--- config.mk ---
export PLATFORM = sky130hd
export DESIGN_NAME = seq_1101_framer
export DESIGN_NICKNAME = d
export VERILOG_FILES = /design/src/rtl/seq_1101_framer.sv
export SDC_FILE = /design/constraint.sdc
export NUM_CORES = 1
export LEC_CHECK = 0
export ABC_CLOCK_PERIOD_IN_PS = 2400
export BUFFER_PORTS_ARGS = -buffer_cell sky130_fd_sc_hd__buf_2
export CORE_MARGIN = 10
export CORE_UTILIZATION = 45
export CTS_CLUSTER_SIZE = 12
export DETAILED_ROUTE_END_ITERATION = 8
export PLACE_DENSITY = 0.68
export SYNTH_ARGS = -nofsm -noshare
export SYNTH_HDL_FRONTEND = slang
export SYNTH_SLANG_ARGS = --single-unit
--- constraint.sdc ---
create_clock -name clk -period 2.4 [get_ports clk]
set_input_delay 0.6 -clock clk [delete_from_list [all_inputs] [get_ports clk]]
set_output_delay 0.6 -clock clk [all_outputs]
set_load 0.005 [all_outputs]
--- src/rtl/seq_1101_framer.sv ---
// Serial frame transmitter: SYNC word then payload MSB first on one bit line.
// Define FRAMER_PARITY_EN to append an even-parity bit after the payload.
module seq_1101_framer #(
  parameter int                DATA_W   = 8,
  parameter int                SYNC_W   = 4,
  parameter logic [SYNC_W-1:0] SYNC     = 4'b1101,
  parameter int                IDLE_GAP = 1
) (
  input  logic              clk,
  input  logic              rst,
  input  logic [DATA_W-1:0] din,
  input  logic              din_valid,
  output logic              din_ready,
  output logic              out,
  output logic              out_valid,
  output logic              busy,
  output logic              frame_done
);

`ifdef FRAMER_PARITY_EN
  localparam bit PAR_EN = 1'b1;
`else
  localparam bit PAR_EN = 1'b0;
`endif

  localparam int M1   = (SYNC_W > DATA_W) ? SYNC_W : DATA_W;
  localparam int MAXC = (M1 > IDLE_GAP) ? M1 : IDLE_GAP;
  localparam int CW   = (MAXC > 1) ? $clog2(MAXC) : 1;

  typedef enum logic [2:0] {ST_IDLE, ST_SYNC, ST_DATA, ST_PAR, ST_GAP} state_t;

  state_t            state, state_n;
  logic [CW-1:0]     cnt, cnt_n;
  logic [DATA_W-1:0] sh;
  logic              out_n, out_valid_n, frame_done_n;
  logic              hs, last_bit;

  // frame_done marks the bit on the line that ends the frame
  assign din_ready = ~rst & ((state == ST_IDLE) | ((IDLE_GAP == 0) & frame_done));
  assign hs        = din_valid & din_ready;
  assign last_bit  = (state == ST_PAR) | ((state == ST_DATA) & (cnt == '0) & !PAR_EN);

  always_ff @(posedge clk or posedge rst) begin
    if (rst) begin
      state      <= ST_IDLE;
      cnt        <= '0;
      sh         <= '0;
      out        <= 1'b0;
      out_valid  <= 1'b0;
      busy       <= 1'b0;
      frame_done <= 1'b0;
    end else begin
      state      <= state_n;
      cnt        <= cnt_n;
      if (hs) sh <= din;
      out        <= out_n;
      out_valid  <= out_valid_n;
      busy       <= out_valid_n;
      frame_done <= frame_done_n;
    end
  end

  always_comb begin
    state_n = state;
    cnt_n   = cnt;
    case (state)
      ST_IDLE: if (hs) begin
        state_n = ST_SYNC;
        cnt_n   = CW'(SYNC_W - 1);
      end
      ST_SYNC: if (cnt == '0) begin
        state_n = ST_DATA;
        cnt_n   = CW'(DATA_W - 1);
      end else begin
        cnt_n = cnt - CW'(1);
      end
      ST_DATA: if (cnt != '0) cnt_n = cnt - CW'(1);
               else if (PAR_EN) state_n = ST_PAR;
      ST_PAR:  state_n = ST_PAR;
      ST_GAP:  if (cnt == '0) state_n = ST_IDLE;
               else cnt_n = cnt - CW'(1);
      default: state_n = ST_IDLE;
    endcase
    // end of frame: gap, or chain straight into the next SYNC when gapless
    if (last_bit) begin
      if (IDLE_GAP > 0) begin
        state_n = ST_GAP;
        cnt_n   = CW'(IDLE_GAP - 1);
      end else if (hs) begin
        state_n = ST_SYNC;
        cnt_n   = CW'(SYNC_W - 1);
      end else begin
        state_n = ST_IDLE;
        cnt_n   = '0;
      end
    end
  end

  // decoded from the next state so every output comes straight from a flop
  always_comb begin
    out_n        = 1'b0;
    out_valid_n  = 1'b0;
    frame_done_n = 1'b0;
    case (state_n)
      ST_SYNC: begin
        out_valid_n = 1'b1;
        for (int unsigned i = 0; i < SYNC_W; i++)
          if (cnt_n == CW'(i)) out_n = SYNC[i];
      end
      ST_DATA: begin
        out_valid_n = 1'b1;
        for (int unsigned i = 0; i < DATA_W; i++)
          if (cnt_n == CW'(i)) out_n = sh[i];
        frame_done_n = (cnt_n == '0) & !PAR_EN;
      end
      ST_PAR: begin
        out_valid_n  = 1'b1;
        out_n        = ^sh;
        frame_done_n = 1'b1;
      end
      default: ;
    endcase
  end

endmodule

==> results.yml <==
layout:
  final_cell_area_um2: 1310
  syn_to_final_growth_pct: 20.5
  layout-drive-gt1-share: 0.464
  nets: 140
  diodes: 0
  nFillCells: 205
  instances_no_fill: 153
worst_setup_path:
  cp-start-kind: "register"
  path_class: "reg2reg"
  crit_chain: "inv_2 -> ha_4 -> nor2b_4 -> inv_4 -> ha_1 -> mux2i_1 -> o21a_1 -> o32ai_4 -> buf_4 -> and2_1 -> a41oi_2 -> o311ai_1"
  crit_slowest_cell: "dfrtp_1"
  cp_max_fo: 5
  cp-end-kind: "register"
  critical-path-max-stage-delay_ns: 0.40
  crit_family: "compound AO/OA/AOI/OAI gates"
  critPathBufInv: 3
  cp_data_arrival_time_ns: 2.45
  worstPathRequired_ns: 2.57
placement:
  port_buffers: 15
  gp_congestion: 0.824
  dpl.cell_count: 148
  hpwl_um: 1820
  dpl_cell_area_um2: 1220
drt:
  vias: 854
  wirelength_um: 2370
  wl_met1_um: 1100
  first_pass_iters: 4
  dr.max_layer_used: "met4"
  drcViolationCount: 0
  ant_nets: 0
  met3WireLength_um: 90
  wl_per_cell_um: 15.5
  wl_met2_um: 1170
  viasPerCell: 5.58
  drt_iter0_markers: 48
power:
  p_per_area_nw_per_um2: 1380
  p_leak_uw: 0.000583
  ir_worst_vdd_mv: 0.773
clock_network:
  clock-sinks: 17
  cts_buffer_depth: 2
  clk_latency_ns: 0.28
  clkTransAtPathRegs_ns: 0.10
  cts-buffers-inserted: 3
  htreeDepth: 1
  clockRootBuffer: "clkbuf_4"
  ctsHoldBuffers: 0
  cts_tree: "done"
yosys:
  yosysMostFrequentCell: "dfrtp_1"
  synth_ff_type: "dfrtp_1"
  ys_async_sr_fraction: 1.00
  syn-cell-area_um2: 1090
  syn_avg_cell_area_um2: 10.8
  synth.area.top_cells: "dfrtp_1 (39%), mux2_2 (8.3%), ha_1 (3.5%), buf_6 (3.1%), inv_1 (2.8%)"
  syn_nets: 115
  netlist_instances: 101
  synth_edf_count: 0
  synth_top_area_cell: "dfrtp_1"
  synth_common_cells: "dfrtp_1 (17), inv_1 (8), mux2_2 (8), nand2_1 (4)"
  yosysWarnings: 0
  ys_types: 49
  synth-seq-cells: 17
  synth_top_area_frac: 0.391
  ys_seq_area_frac: 0.391
timing:
  fin_crit_ns: 2.29
  slew_headroom: 0.567
  tightest_slew_ns: 0.649
  skew_ns: 0.00114
  finalMaxSlewViolations: 0
  hold_ws_ns: 0.400
  fin_tns_setup_ns: 0
  report.final.setup_viol: 0
  period_share: 0.952
  max_freq_mhz: 438
  finalHoldViolCount: 0
  rsz0062_at_grt: "false"
global_routing:
  grt_pass1_vias: 861
  grt.total_usage: 0.0956
  grt.overflow.total: 0
  grt_max_degree: 18
  antenna_found_initial: 0
  grt_pass1_wl_um: 3950
floorplanning:
  rows: 17
  dieArea_um2: 4780
  fp.dieW_um: 69.2
  start_util: 0.482
  die_h_um: 69.2
  io_pins: 16
  coreArea_um2: 2250
worst_hold_path:
  hold_path_class: "in2async"
run:
  drv_cap: 0
status:
  status: "completed"
[power by group]
part	switching, uW	internal (uW)	total [uW]
combinational	521	601	1120
sequential	112	416	528
clock	93.0	61.8	155
total	725	1080	1800
[what timing repair did]
| item | 4_1_cts | 5_1_grt |
|---|---|---|
| buffers inserted | 0 | 1 |
| gates resized for setup | 2 | 9 |
| pin swaps | 0 | 3 |
| setup endpoints to repair | 1 | 2 |
[stage by stage]
stage	power, uW	utilization	setup slack [ns]
floorplan	1230	-	0.0113
global route	1940	0.581	0.0233
finish	1800	0.581	0.115
CTS	1690	0.558	0.0137
detailed placement	1510	0.541	-0.131
global placement	1490	0.541	0.00322
[layout make-up]
type | instances | area, um2 | area share
Multi-Input combinational cell | 68 | 621 | 0.474
Sequential cell | 17 | 425 | 0.325
Timing Repair Buffer | 27 | 165 | 0.126
Inverter | 9 | 36.3 | 0.0277
Tap cell | 28 | 35.0 | 0.0267
Clock buffer | 3 | 22.5 | 0.0172
Clock inverter | 1 | 5.00 | 0.00382
[kinds of logic after synthesis]
logic type      Yosys count  share of synthesized area
fa+ha+maj                 3                     0.0345
mux                      10                      0.106
flops                    17                      0.391
xor+xnor                  1                    0.00806
simple gates             26                      0.154
buf+inv                  16                     0.0898
compound gates           28                      0.216
[layout by cell type (no fill, tap or decap), types with 3 or more instances in the layout]
master	instances
buf_2	15
mux2_2	8
clkbuf_4	3
nand2_1	4
dfrtp_1	17
nor3_1	3
buf_4	12
a21boi_0	3
inv_1	6
[routing by layer]
| layer | track usage | vias to the layer above |
|---|---|---|
| met5 | 0 | - |
| met2 | 0.152 | 18 |
| met1 | 0.126 | 414 |
| li1 | - | 420 |
| met4 | 0.0155 | 0 |
| met3 | 0.0271 | 2 |
[sequential cells by signal, indices dropped and copies added (netlist names)]
name	cells
busy	1
cnt	3
frame_done	1
out	1
sh	8
state	3
[worst register-to-register path, cell delays in order, from the launching register on]
cell      delay [ns]
dfrtp_1         0.40
inv_2           0.09
ha_4            0.14
nor2b_4         0.16
inv_4           0.05
ha_1            0.28
mux2i_1         0.14
o21a_1          0.18
o32ai_4         0.11
buf_4           0.18
and2_1          0.15
a41oi_2         0.16
o311ai_1        0.12
[path summary, 6_finish.rpt]
check	to	from	cells after the start	slack (ns)
max	out	cnt[0]	12	0.11
max reg2reg	out	cnt[0]	12	0.11
min	state[2]	rst	2	0.40
min reg2reg	sh[4]	sh[4]	1	0.51
min in group clk	sh[4]	sh[4]	1	0.51
max in group asynchronous	sh[2]	rst	2	1.59
No activity file was read; power rests on OpenSTA's default activity.
